**src/rtl/alu_issue_ctrl.sv**
```systemverilog
// Request-side issue controller for the ALU: accepts one {op, a, b} request at a time,
// screens the opcode, issues it, waits for completion with a timeout and returns result + status.
module alu_issue_ctrl #(
    parameter int W       = 8,
    parameter int TIMEOUT = 15
) (
    input  logic         CLK,
    input  logic         reset,
    input  logic         req_valid,
    output logic         req_ready,
    input  logic [3:0]   req_op,
    input  logic [W-1:0] req_a,
    input  logic [W-1:0] req_b,
    output logic [3:0]   alu_op,
    output logic [W-1:0] alu_a,
    output logic [W-1:0] alu_b,
    output logic         alu_start,
    input  logic         alu_done,
    input  logic [W-1:0] alu_out,
    output logic         rsp_valid,
    input  logic         rsp_ready,
    output logic [W-1:0] rsp_data,
    output logic [1:0]   rsp_err,
    output logic         busy,
    output logic [15:0]  done_cnt
);

    localparam logic [3:0] LAST_OP = 4'b1010;
    localparam int         TW      = $clog2(TIMEOUT + 1);

    localparam logic [1:0] ERR_OK      = 2'b00;
    localparam logic [1:0] ERR_ILLEGAL = 2'b01;
    localparam logic [1:0] ERR_TIMEOUT = 2'b10;

    typedef enum logic [1:0] {
        IDLE,
        ISSUE,
        WAIT,
        RESP
    } stateT;

    stateT         state;
    logic [TW-1:0] timer;

    // Gated by reset so nothing is offered while reset is held.
    assign req_ready = (state == IDLE) && !reset;
    assign busy      = (state != IDLE);

    always_ff @(posedge CLK or posedge reset) begin
        if (reset) begin
            state     <= IDLE;
            timer     <= '0;
            alu_op    <= '0;
            alu_a     <= '0;
            alu_b     <= '0;
            alu_start <= 1'b0;
            rsp_valid <= 1'b0;
            rsp_data  <= '0;
            rsp_err   <= ERR_OK;
            done_cnt  <= '0;
        end else begin
            alu_start <= 1'b0;
            case (state)
                IDLE: begin
                    if (req_valid) begin
                        if (req_op > LAST_OP) begin
                            // Illegal opcodes never reach the ALU; operand outputs keep their old value.
                            rsp_data  <= '0;
                            rsp_err   <= ERR_ILLEGAL;
                            rsp_valid <= 1'b1;
                            state     <= RESP;
                        end else begin
                            alu_op    <= req_op;
                            alu_a     <= req_a;
                            alu_b     <= req_b;
                            alu_start <= 1'b1;
                            timer     <= '0;
                            state     <= ISSUE;
                        end
                    end
                end
                ISSUE: begin
                    timer <= '0;
                    state <= WAIT;
                end
                WAIT: begin
                    // A done arriving on the same edge the timer expires still counts as success.
                    if (alu_done) begin
                        rsp_data  <= alu_out;
                        rsp_err   <= ERR_OK;
                        rsp_valid <= 1'b1;
                        state     <= RESP;
                    end else if (timer == TW'(TIMEOUT - 1)) begin
                        timer     <= TW'(TIMEOUT);
                        rsp_data  <= '0;
                        rsp_err   <= ERR_TIMEOUT;
                        rsp_valid <= 1'b1;
                        state     <= RESP;
                    end else begin
                        timer <= timer + 1'b1;
                    end
                end
                RESP: begin
                    if (rsp_ready) begin
                        rsp_valid <= 1'b0;
                        state     <= IDLE;
                        if (rsp_err == ERR_OK) begin
                            done_cnt <= done_cnt + 16'd1;
                        end
                    end
                end
                default: state <= IDLE;
            endcase
        end
    end

endmodule
```
**config.mk**
```make
export PLATFORM = sky130hd
export DESIGN_NAME = alu_issue_ctrl
export DESIGN_NICKNAME = d
export VERILOG_FILES = /design/src/rtl/alu_issue_ctrl.sv
export SDC_FILE = /design/constraint.sdc
export NUM_CORES = 1
export LEC_CHECK = 0
export CAP_MARGIN = 20
export CORE_MARGIN = 2
export CORE_UTILIZATION = 45
export CTS_BUF_LIST = sky130_fd_sc_hd__clkbuf_16
export DETAILED_ROUTE_END_ITERATION = 8
export PLACE_DENSITY = 0.81
export SYNTH_ARGS = -nofsm -noshare
export SYNTH_HDL_FRONTEND = slang
export SYNTH_SLANG_ARGS = --single-unit
```
**constraint.sdc**
```tcl
create_clock -name CLK -period 2.14 [get_ports CLK]
set_input_delay 0.428 -clock CLK [delete_from_list [all_inputs] [get_ports CLK]]
set_output_delay 0.428 -clock CLK [all_outputs]
set_load 0.01 [all_outputs]
```
==> impl_metrics.yaml <==
power:
  power.density_nw_per_um2: 1230
  power_mw: 4.38
  p_leak_nw: 1.57
  irDropWorstVdd_uv: 692
layout:
  fillers: 382
  antenna_cells: 0
  nets: 328
  regArea_um2: 1350
  syn2layout_area_growth_pct: 45.3
  multi_input_area_um2: 1050
  final_common_cell: "clkdlybuf4s50_1"
  final_util: 0.690
  drive_gt1_frac: 0.171
  layout_common_cells: "clkdlybuf4s50_1, dfrtp_1, mux2_2, nand2_1, xnor2_1"
sta:
  finalSetupTns_ns: 0
  drv_slew: 0
  fin_crit_ns: 2.05
  worst_pin_slew_ns: 0.523
  skew_ns: 0.00501
  setup_viol: 0
  hold_violations: 0
  max-slew-margin-rel: 0.650
  setup_ws_ns: 0.0923
  fmax_ghz: 0.488
  post-route-period-util: 0.957
  whs_ns: 0.469
  rsz0062_at_grt: "false"
floorplan:
  io_pins: 83
  die_w_um: 77.9
  chipHeight_um: 77.9
  num_rows: 26
  start_util: 0.475
  dieArea_um2: 6070
  core_area_um2: 5170
setup_path:
  reg2reg_to: "timer[1]"
  cp-start-kind: "flop"
  r2r-start: "state[0]"
  reg2reg_depth: 7
  r2r_setup_slack_ns: 0.32
  path_max_fanout: 4
  cp_num_buf_inv: 3
  critPathCaptureType: "output port"
  critical_path.max_stage_delay_ns: 0.56
  cpLargestDelayFamily: "buffers and inverters"
  crit_path_cell_trace: "inv_2 > ha_1 > inv_1 > clkdlybuf4s50_1"
  slowest_stage: "clkdlybuf4s50_1"
  critPathLaunch: "state[0]"
  cp.required_ns: 1.71
  cp.arrival_ns: 1.62
  crit_type: "flop to output port"
clock_network:
  cts-root-buf: "clkbuf_16"
  cts_made_buffers: 5
  cts.sinks: 54
  path_clk_slew_ns: 0.06
  clock_latency_ns: 0.29
  clk_path_buf_depth: 2
  tritoncts: "built"
  cts_max_level: 2
global_routing:
  grt_pass1_wl_mm: 8.70
  gr-usage-all-layers: 0.181
  grt_max_degree: 36
  grt_overflow_total: 0
  grt_pass1_vias: 1844
  antenna_found_initial: 0
route:
  drt_iter0_markers: 62
  dr.pass1.iters: 4
  ant_nets: 0
  drc_errors: 0
  viasPerCell: 5.09
  postRouteWirelength_mm: 5.26
  wl_per_cell_um: 14.7
  num_vias: 1817
worst_hold_path:
  hold_depth: 1
  hold_end: "done_cnt[15]"
  hold_class: "flop to flop"
  hold_path.startpoint: "done_cnt[15]"
place:
  dp_hpwl_mm: 3.89
  portBuffers: 82
  preCtsSetupSlack_ns: 0.0792
  globalplace.congestion: 0.838
status:
  outcome: "finished, final reports clean"
logic_synthesis:
  synth_edf_count: 0
  synth_nets: 233
  async_flop_share: 1.00
  ys_ff_latch: 54
  synth_warnings: 0
  synth_top_flop_cell: "dfrtp_1"
  seq_area_frac_synth: 0.550
  syn_area_um2: 2460
  syn-instance-count: 191
  syn_avg_cell_area_um2: 12.9
  yosysUniqueCellTypes: 36
job:
  cap_viol_max_count: 0
synth_stat cells (2+ instances only):
cell,instances,area share
ha_1,9,0.046
a22o_1,9,0.032
nand4_1,3,0.0076
nor2_1,8,0.012
o21ai_0,2,0.0041
xor2_1,3,0.011
nand2_1,13,0.020
nor2b_1,5,0.013
nand3_1,10,0.020
nand2b_1,3,0.0076
and3_1,3,0.0076
xnor2_1,12,0.043
inv_1,7,0.011
a21oi_1,6,0.012
dfrtp_1,54,0.55
buf_6,2,0.0092
mux2_2,20,0.092
mux2i_1,3,0.012
o41ai_1,2,0.0071
through the flow:
stage,cells,instance area (um2)
floorplan,191,2460
CTS,357,3570
global placement,347,3420
finish,357,3570
detailed placement,347,3420
global route,357,3570
cell type report:
class / count / area share
clock buffer: 5 / 0.0350
timing repair buffer: 91 / 0.256
inverter: 7 / 0.00736
tap: 70 / 0.0245
sequential: 54 / 0.378
clock inverter: 3 / 0.00350
multi-input combinational: 127 / 0.295
kinds of logic after synthesis:
family	after synthesis	share of synthesized area
AOI/OAI and AO/OA	26	0.0917
xor gates and xnor gates	15	0.0535
adders and majority gates	9	0.0458
buffers and inverters	10	0.0219
DFF	54	0.550
muxes	23	0.104
and+or+nand+nor	54	0.133
per-layer routing:
metal	GRT usage	vias to the layer above	wire, um
met5	0	-	0
met4	0.0544	0	80
met3	0.0500	9	316
met2	0.301	68	2520
met1	0.230	875	2340
li1	-	865	-
power by group:
part / internal (mW) / switching, mW
logic: 1.18 / 0.812
registers: 1.38 / 0.247
clock network: 0.423 / 0.331
flip-flops by register name, summed over array words and instances (netlist names):
signal     cells
alu_a          8
state          2
rsp_valid      1
done_cnt      16
alu_b          8
alu_start      1
alu_op         4
rsp_err        2
rsp_data       8
timer          4
worst max path at each step:
| stage | endpoint | cells after the start |
|---|---|---|
| final | busy | 4 |
| after global routing | busy | 4 |
| after CTS | req_ready | 5 |
| after detailed placement | rsp_data[5] | 5 |
| after global placement | alu_b[3] | 6 |
| after floorplan | alu_a[0] | 1 |
timing repair:
item	in CTS	in global routing
resized for setup	2	1
endpoints found under the setup margin	2	1
endpoints found under the hold margin	0	0
buffers inserted	2	0
hold buffers	0	0
Power figures use the tool's default switching activity.
